File: config.mk
export PLATFORM = sky130hd
export DESIGN_NAME = sop_array_cfg
export DESIGN_NICKNAME = d
export VERILOG_FILES = /design/src/rtl/sop_array_cfg.sv
export SDC_FILE = /design/constraint.sdc
export NUM_CORES = 1
export LEC_CHECK = 0
export BUFFER_PORTS_ARGS = -buffer_cell sky130_fd_sc_hd__buf_2
export CORE_MARGIN = 2
export CORE_UTILIZATION = 33
export CTS_BUF_LIST = sky130_fd_sc_hd__clkbuf_8
export CTS_CLUSTER_SIZE = 24
export DETAILED_ROUTE_END_ITERATION = 7
export MAX_ROUTING_LAYER = met4
export PLACE_DENSITY = 0.44
export SYNTH_ARGS = -nofsm -noshare
export SYNTH_HDL_FRONTEND = slang
export SYNTH_SLANG_ARGS = --single-unit
File: constraint.sdc
create_clock -name clk -period 2.5 [get_ports clk]
set_input_delay 0.375 -clock clk [delete_from_list [all_inputs] [get_ports clk]]
set_output_delay 0.375 -clock clk [all_outputs]
set_load 0.02 [all_outputs]
File: src/rtl/sop_array_cfg.sv
`default_nettype none
// ============================================================================
// sop_array_cfg : run-time programmable AND-OR array, serial shadow config
// Rev 1.0
// ============================================================================
module sop_array_cfg #(
  parameter int NUM_IN    = 6,
  parameter int NUM_TERMS = 4,
  parameter int NUM_OUT   = 2
) (
  input  logic               clk,
  input  logic               rst_n,
  input  logic [NUM_IN-1:0]  in_data,
  input  logic               cfg_shift,
  input  logic               cfg_din,
  input  logic               cfg_commit,
  output logic               cfg_dout,
  output logic               cfg_ready,
  output logic               cfg_err,
  output logic               cfg_active,
  output logic [NUM_OUT-1:0] out_y
);

  localparam int TERM_W   = 2 * NUM_IN;
  localparam int OUT_W    = NUM_TERMS + 2;
  localparam int OUT_BASE = NUM_TERMS * TERM_W;
  localparam int CFG_BITS = OUT_BASE + NUM_OUT * OUT_W;
  localparam int CNT_W    = $clog2(CFG_BITS + 2);
  localparam logic [CNT_W-1:0] CNT_FULL = CNT_W'(CFG_BITS);

  typedef enum logic [1:0] {
    LD_EMPTY   = 2'd0,
    LD_PARTIAL = 2'd1,
    LD_READY   = 2'd2,
    LD_OVER    = 2'd3
  } load_state_e;

  logic [CFG_BITS-1:0]  shadow_q, shadow_d;
  logic [CFG_BITS-1:0]  active_q, active_d;
  logic [CNT_W-1:0]     cnt_q, cnt_d;
  logic                 cfg_active_q, cfg_active_d;
  logic                 cfg_err_q, cfg_err_d;
  logic [NUM_OUT-1:0]   y_q, y_d;

  load_state_e          load_state;
  logic [NUM_TERMS-1:0] term;
  logic [NUM_OUT-1:0]   sop;

  always_ff @(posedge clk or negedge rst_n) begin
    if (!rst_n) begin
      shadow_q     <= '0;
      active_q     <= '0;
      cnt_q        <= '0;
      cfg_active_q <= 1'b0;
      cfg_err_q    <= 1'b0;
      y_q          <= '0;
    end else begin
      shadow_q     <= shadow_d;
      active_q     <= active_d;
      cnt_q        <= cnt_d;
      cfg_active_q <= cfg_active_d;
      cfg_err_q    <= cfg_err_d;
      y_q          <= y_d;
    end
  end

  // Load state is a pure function of the shifted-bit count.
  always_comb begin
    load_state = LD_OVER;
    if (cnt_q == '0) begin
      load_state = LD_EMPTY;
    end else if (cnt_q < CNT_FULL) begin
      load_state = LD_PARTIAL;
    end else if (cnt_q == CNT_FULL) begin
      load_state = LD_READY;
    end
  end

  always_comb begin
    shadow_d     = shadow_q;
    active_d     = active_q;
    cnt_d        = cnt_q;
    cfg_active_d = cfg_active_q;
    cfg_err_d    = 1'b0;
    if (cfg_commit) begin
      // A shift coinciding with a commit is dropped and spoils the commit.
      cnt_d = '0;
      if (load_state == LD_READY && !cfg_shift) begin
        active_d     = shadow_q;
        cfg_active_d = 1'b1;
      end else begin
        cfg_err_d = 1'b1;
      end
    end else if (cfg_shift) begin
      shadow_d = {shadow_q[CFG_BITS-2:0], cfg_din};
      if (load_state != LD_OVER) begin
        cnt_d = cnt_q + CNT_W'(1);
      end
    end
  end

  for (genvar t = 0; t < NUM_TERMS; t++) begin : g_term
    logic [NUM_IN-1:0] en_true;
    logic [NUM_IN-1:0] en_comp;
    assign en_true = active_q[t*TERM_W +: NUM_IN];
    assign en_comp = active_q[t*TERM_W + NUM_IN +: NUM_IN];
    // Empty terms read 0; x & ~x makes a both-polarity term read 0 too.
    assign term[t] = (|(en_true | en_comp))
                   & (&(~en_true | in_data))
                   & (&(~en_comp | ~in_data));
  end

  for (genvar o = 0; o < NUM_OUT; o++) begin : g_out
    logic [NUM_TERMS-1:0] sel;
    logic                 is_reg;
    logic                 inv;
    assign sel      = active_q[OUT_BASE + o*OUT_W +: NUM_TERMS];
    assign is_reg   = active_q[OUT_BASE + o*OUT_W + NUM_TERMS];
    assign inv      = active_q[OUT_BASE + o*OUT_W + NUM_TERMS + 1];
    assign sop[o]   = (|(sel & term)) ^ inv;
    assign out_y[o] = is_reg ? y_q[o] : sop[o];
  end

  // The output flop tracks sop in both modes so a mode switch is never stale.
  assign y_d = sop;

  assign cfg_dout   = shadow_q[CFG_BITS-1];
  assign cfg_ready  = (load_state == LD_READY);
  assign cfg_err    = cfg_err_q;
  assign cfg_active = cfg_active_q;

endmodule
`default_nettype wire

### Word-level counts from Yosys, hierarchy flattened

Cells that the tools add are included.
W data, S select, Z words.

| operators by class | value |
|---|---|
| multiplexer cells | 10 |
| bitwise gates (word level) | 34 |
| order comparisons | 1 |
| equality and inequality tests | 3 |
| add/sub/neg operators | 1 |
| reductions and logical operators | 22 |

Operators by type and width:

| cell | count |
|---|---|
| $or A6 B6 Y6 | 12 |
| $not A6 Y6 | 9 |
| $reduce_and A6 Y1 | 8 |
| $reduce_or A6 Y1 | 4 |
| $mux W6 | 3 |
| $and A1 B1 Y1 | 8 |
| $and A4 B4 Y4 | 2 |
| $reduce_or A4 Y1 | 2 |
| $add A6 B1 Y6 const B | 1 |
| $eq A6 B6 Y1 const B | 1 |
| $logic_not A6 Y1 | 1 |
| $lt A6 B6 Y1 const B | 1 |
| $reduce_and A2 Y1 | 3 |
| $mux W1 | 5 |
| $mux W2 | 2 |
| $reduce_bool A2 Y1 | 2 |
| $eq A2 B2 Y1 const B | 1 |
| $ne A2 B2 Y1 const B | 1 |
| $xor A1 B1 Y1 | 2 |
| $logic_and A1 B1 Y1 | 1 |
| $logic_not A1 Y1 | 1 |
| $not A1 Y1 | 1 |

| storage, ports and cells | value |
|---|---|
| register bits after elaboration | 130 |
| word-level logic and storage cells | 77 |
| input port bits | 11 |

### Logic depth before layout (Yosys ltp)

Gate-level depths: netlist of run 1.

| depth | value |
|---|---|
| word-level depth | 9 |
| depth in mapped cells | 7 |
| depth with buffers taken out | 6 |

### Worst setup path after synthesis of run 1

OpenSTA, ideal clock, no wires.

| timing | value |
|---|---|
| path kind | reg-to-output |
| start | reg active_q[21] |
| end | out out_y[0] |
| data arrival time | 1.633 ns |
| path buffers | 0 |
| stages on the path, launching flop included | 6 |
| slack | 0.492 ns |
| data required time | 2.125 ns |
| cell sequence | dfrtp_1 nor4_1 and3_1 nor3_1 o41a_1 a221oi_2 |

| on the way | value |
|---|---|
| cells in the longest elaborated chain, start to end | 8 |
| elaborated cells on any way between the ends | 11 |

RTL lines:

| what | line | RTL |
|---|---|---|
| start, declared | 39 | `logic [CFG_BITS-1:0] active_q, active_d;` |
| start signal, assigned | 59 | `active_q <= active_d;` |
| $or A6 B6 Y6 / $not A6 Y6 (equally long branches) | 108, 110 |  |
| $reduce_or A6 Y1 / $or A6 B6 Y6 (equally long branches) | 108, 110 |  |
| $and A1 B1 Y1 / $reduce_and A6 Y1 (equally long branches) | 109, 110 |  |
| $and A1 B1 Y1 (*) | 110 | `& (&(~en_comp \| ~in_data));` |
| $and A4 B4 Y4 (*) | 120 | `assign sop[o] = (\|(sel & term)) ^ inv;` |
| $reduce_or A4 Y1 (*) | 120 |  |
| $xor A1 B1 Y1 (*) | 120 |  |
| $mux W1 (*) | 121 | `assign out_y[o] = is_reg ? y_q[o] : sop[o];` |
| end, declared | 21 | `output logic [NUM_OUT-1:0] out_y` |

Mark *: on every way between the ends. The rest lies on a longest branch, timed or not.

### Worst setup path after layout of run 1

| timing | value |
|---|---|
| start | reg active_q[32] |
| end | out out_y[1] |

Same word-level chain as after synthesis.

==> flow_summary.ini, run 1 <==
[timing]
slew_violations = 0
finalSetupViolCount = 2
skew_ps = 10.8
finalCritPeriodShare_pct = 107
setup_ws_ps = -165
fin_crit_ps = 2660
worst_pin_slew_ps = 537
clock.fmax_mhz = 375
holdWs_ps = 162
slew_headroom_pct = 64.2
setup_tns_ps = -306
rsz0062_at_grt = yes
hold_viol = 0

[hold_path]
hold_path_class = input pin to flip-flop
min-delay-start = cfg_din

[clock_tree]
cts_buffers = 17
clk_latency_ps = 450
cts-htree-levels = 4
cts.reportedPaths.clkPinSlew_ps = 70
cts_sinks = 130
cts_tree = done
max-clock-path-buffers = 2
clockRootBuffer = clkbuf_8

[critical_path]
rr_startpoint = active_q[32]$_DFFE_PN0P_
critPathRequiredTime_ps = 2120
regToRegSetupSlack_ps = 780
worstSetupEndpointType = primary output
worstSetupStartpointType = flip-flop
setup.worst_path.end = out_y[1]
cp_num_buf_inv = 1
path_cells = nor4_1 -> and3_2 -> nor3_4 -> o41a_1 -> a221oi_2 -> buf_4
crit_start = active_q[32]$_DFFE_PN0P_
path_max_fanout = 3
path_depth = 6
critPathSlowestCell = o41a_1
reg2reg_depth = 5
crit_family = compound AO/OA/AOI/OAI gates
criticalPathCategory = flip-flop to primary output
slowest_delay_ps = 420
cp.arrival_ps = 2290
r2r-end = y_q[0]$_DFF_PN0_

[drt]
viasPerCell = 4.84
antenna_left = 0
vias = 3061
drt_pre_antenna_iters = 4
drcViolationCount = 0
wl_um = 11100
dr.first_iter.drc_count = 112
wire_per_inst_um = 17.5

[floorplanning]
pin_count = 17
dieArea_sq_um = 17600
fp.dieH_um = 133
fp-row-count = 47
initial_core_util_pct = 33.4
core_sq_um = 16300
die-width_um = 133

[pwr]
leakagePower_nw = 3.10
clkPwrFrac_pct = 40.9
p_sw_mw = 1.05
p_per_area_nw_per_um2 = 690
ir_worst_vdd_mv = 0.384
swShare_pct = 24.1
seq_power_share_pct = 53.3
fin_total_pwr_mw = 4.36
pwr-share-comb_pct = 5.9
power.internal_mw = 3.31

[synth]
ys_seq_area_share_pct = 59.6
avgSynthCellArea_sq_um = 14.6
yosysUniqueCellTypes = 25
syn-cell-area_sq_um = 5460
syn-num-nets = 388
ys.flop_type = dfrtp_1
synth_edf_count = 0
ys_warn_count = 0
synthArstFlopShare_pct = 100
synth-seq-cells = 130
syn_inst = 375

[cells_and_area]
antennaDiodeCount = 0
drive_gt1_share_pct = 46.7
mostFrequentLayoutCell = dfrtp_1
area_growth_pct = 15.7
fillerInstances = 1627
nNetsFinal = 413
multiInputGateArea_sq_um = 2170
seq_area_sq_um = 3250
final_cell_mix = dfrtp_1 (130), mux2_2 (120), mux2i_1 (24), clkbuf_8 (20), buf_2 (13)
final-instance-count-excl-fill = 633
postLayoutCoreUtil_pct = 38.6

[grt]
grt_overflow = 0
grt_max_degree = 62
grt_pass1_vias = 3226
track_usage_pct = 14.6
antenna_found_initial = 0
grt_pass1_wl_um = 18900

[run_status]
violations = setup timing
status = complete, but fails checks

[placed_design]
placed_cells = 596
dp_hpwl_um = 7040
routabilityCongestion = 0.758
port_buffers = 16

[flow_run]
drv_cap = 0
## sequential cells by signal, summed over array words and instances (netlist names)
name,cells
cfg_active,1
shadow_q,60
y_q,2
active_q,60
cfg_err,1
cnt_q,6
## metal layers
metal / part of all wire, % / wire (um) / global-route usage [%]
met1: 50 / 5510 / 19.7
met2: 45 / 5040 / 20.6
met3: 2.9 / 324 / 4.21
met4: 1.8 / 199 / 5.85
met5: 0 / 0 / -
## cell usage after synthesis, types with 5 or more instances
cell type	n	area share, %
clkbuf_2	6	0.55
nor2_1	10	0.69
nand3_1	8	0.73
nand4_1	7	0.80
mux2_2	120	25
mux2i_1	24	4.4
buf_2	12	1.1
inv_1	5	0.34
and3_1	5	0.57
nor3_1	8	0.73
nor4_1	12	1.4
dfrtp_1	130	60
## stage by stage
step	cell area, sq um	setup slack (ps)
floorplan	5460	492
global placement	5810	108
detailed placement	5810	101
CTS	6230	-219
global route	6310	-305
finish	6310	-165
## power groups by stage
stage,sequential [mW],combinational [mW],clock [mW]
floorplan,2.32,0.172,0
global placement,2.36,0.257,0
detailed placement,2.36,0.263,0
CTS,2.32,0.266,1.85
global route,2.34,0.285,1.95
finish,2.32,0.256,1.78
## cells by family after synthesis
group,Yosys count,synth area share (%)
muxes,144,29.2
DFF,130,59.6
and+or+nand+nor,61,6.33
buffers and inverters,25,2.13
xor gates and xnor gates,7,1.12
AOI/OAI and AO/OA,6,1.19
adders and majority gates,2,0.458
## layout make-up
class                      instances  share of cell area, %
sequential                       130                   51.5
multi-input combinational        220                   34.4
clock buffer                      20                   4.36
tap                              220                   4.36
timing repair buffer              26                   3.27
clock inverter                    12                   1.82
inverter                           5                  0.297
## worst min path at each step
stage / depth (start not counted) / slack [ps] / to
2_1_floorplan: 0 / 80 / active_q[0]$_DFFE_PN0P_
3_3_place_gp: 1 / 380 / shadow_q[4]$_DFFE_PN0P_
3_5_place_dp: 1 / 380 / shadow_q[4]$_DFFE_PN0P_
4_1_cts: 2 / 130 / shadow_q[0]$_DFFE_PN0P_
5_1_grt: 2 / 140 / shadow_q[0]$_DFFE_PN0P_
6_report: 2 / 160 / shadow_q[0]$_DFFE_PN0P_
## what timing repair did
item,CTS,global route
endpoints found under the setup margin,2,2
resized for setup,3,12
endpoints found under the hold margin,50,0
buffers inserted,1,3
hold buffers,1,0
pin swaps,2,11
No activity file was read; power rests on OpenSTA's default activity.
==> run 2: changes to the inputs <==
Clock period 2.5 ns to 2.9 ns, I/O delays scaled along.
==> run 2 against run 1 <==
The run now ends clean. Via count up 0.56%. Power down 6.6%. Non-clock buffer count down 5. Final cell count down 0.47%. Worst setup slack better by 340 ps. Critical endpoint is now out_y[0]. Highest routed layer unchanged.
==> flow_summary.ini, run 2 (same netlist as run 1, synthesis figures left out) <==
[timing]
finalSetupViolCount = 0
worst_pin_slew_ps = 728
rsz0062_at_grt = no
setup_ws_ps = 171
clock.fmax_mhz = 366
fin_crit_ps = 2730
setup_tns_ps = 0
finalCritPeriodShare_pct = 94.1
hold_viol = 0
slew_headroom_pct = 51.4
slew_violations = 0
skew_ps = 9.87

[critical_path]
critPathRequiredTime_ps = 2470
worstSetupStartpointType = flip-flop
rr_startpoint = cnt_q[0]$_DFFE_PN0P_
regToRegSetupSlack_ps = 860
cp.arrival_ps = 2290
criticalPathCategory = flip-flop to primary output
reg2reg_depth = 7
r2r-end = active_q[30]$_DFFE_PN0P_
worstSetupEndpointType = primary output
path_max_fanout = 3

[floorplanning]
die-width_um = 133
fp.dieH_um = 133
initial_core_util_pct = 33.4
dieArea_sq_um = 17600
pin_count = 17
core_sq_um = 16300
fp-row-count = 47

[placed_design]
dp_hpwl_um = 7030
routabilityCongestion = 0.735
port_buffers = 16
place_ws_ps = 467
placed_cells = 596

[cells_and_area]
reg_top3 = active_q (60), shadow_q (60), cnt_q (6)
mostFrequentLayoutCell = dfrtp_1
final_cell_mix = dfrtp_1 (130), mux2_2 (120), mux2i_1 (24), clkbuf_8 (18), buf_2 (14)
multiInputGateArea_sq_um = 2110
area_growth_pct = 15.9
fillerInstances = 1617
drive_gt1_share_pct = 44.4
seq_area_sq_um = 3250
nNetsFinal = 408
final-instance-count-excl-fill = 630

[hold_path]
hold_path_class = input pin to asynchronous set/reset pin

[clock_tree]
cts_sinks = 130
ctsHoldBuffers = 0
max-clock-path-buffers = 2
clockRootBuffer = clkbuf_8
cts.reportedPaths.clkPinSlew_ps = 70
clk_latency_ps = 450
cts_buffers = 17
cts-htree-levels = 4
cts_tree = done
cts_resized = 0
cts_setup_buffers = 0

[pwr]
leakagePower_nw = 3.11
swShare_pct = 22.2
clkPwrFrac_pct = 45.6
p_per_area_nw_per_um2 = 643
p_sw_uw = 904
pwr-share-comb_pct = 5.3
power.internal_mw = 3.16
ir_worst_vdd_mv = 0.321
seq_power_share_pct = 49.1

[drt]
viasPerCell = 4.89
drt_pre_antenna_iters = 4
antenna_left = 0
wl_um = 10700
drcViolationCount = 0
vias = 3078
dr.first_iter.drc_count = 93
wire_per_inst_um = 17.0

[grt]
grt_pass1_vias = 3217
grt_overflow = 0
antenna_found_initial = 2
grt_pass1_wl_um = 18100
track_usage_pct = 14.0
grt_max_degree = 79

[flow_run]
drv_cap = 0

[run_status]
status = finished, final reports clean
-- run 2: cell count changes in the layout (fill, tap and decap cells not counted), sizes merged, moves of 2 or more --
cell	delta
diode	+2
bufinv	+4
clkinvlp	-2
buf	-4
clkbuf	-2
-- run 2: power by group through the flow --
stage	logic, mW	registers (mW)	clock network [mW]
final	0.214	2.00	1.85
after global routing	0.242	2.02	2.01
after CTS	0.221	2.00	1.93
after detailed placement	0.221	2.04	0
after global placement	0.217	2.03	0
after floorplan	0.148	2.00	0
-- run 2: cell type report --
type                            instances  area share (%)
Antenna cell                            2          0.0791
Clock buffer                           18            3.92
Clock inverter                         14            3.74
Inverter                                5           0.297
Multi-Input combinational cell        220            33.4
Sequential cell                       130            51.4
Tap cell                              220            4.35
Timing Repair Buffer                   21            2.79
-- run 2: metrics by stage --
step	instance area (sq um)	utilization [%]	total power, mW	hold WS (ps)
after CTS	6300	38.6	4.15	38.7
after detailed placement	5820	35.6	2.26	454
after global placement	5820	35.6	2.25	450
final	6320	38.7	4.07	27.6
after floorplan	5460	-	2.15	139
after global routing	6320	38.7	4.27	67.2
-- run 2: how the worst max path moves through the flow --
stage | slack (ps) | cells after the start | to | start
floorplan | 790 | 6 | out_y[0] | in_data[1]
global placement | 460 | 7 | out_y[1] | in_data[0]
detailed placement | 470 | 7 | out_y[1] | in_data[0]
CTS | 110 | 6 | out_y[1] | active_q[24]$_DFFE_PN0P_
global route | 4 | 6 | out_y[1] | active_q[24]$_DFFE_PN0P_
finish | 170 | 6 | out_y[0] | active_q[31]$_DFFE_PN0P_
-- run 2: routing by layer --
layer  up-vias  wire length, um  global-route usage [%]
li1       1414                -                       -
met1      1602             5300                    18.6
met2        43             4800                    19.8
met3        19              403                    4.33
met4         0              225                    5.85
met5         -                0                       -
-- run 2: critical path, stage by stage (launching register included) --
cell	delay [ps]
dfrtp_1	410
nor4_1	270
and3_1	230
nor3_1	100
o41a_1	460
a221oi_2	180
buf_2	200
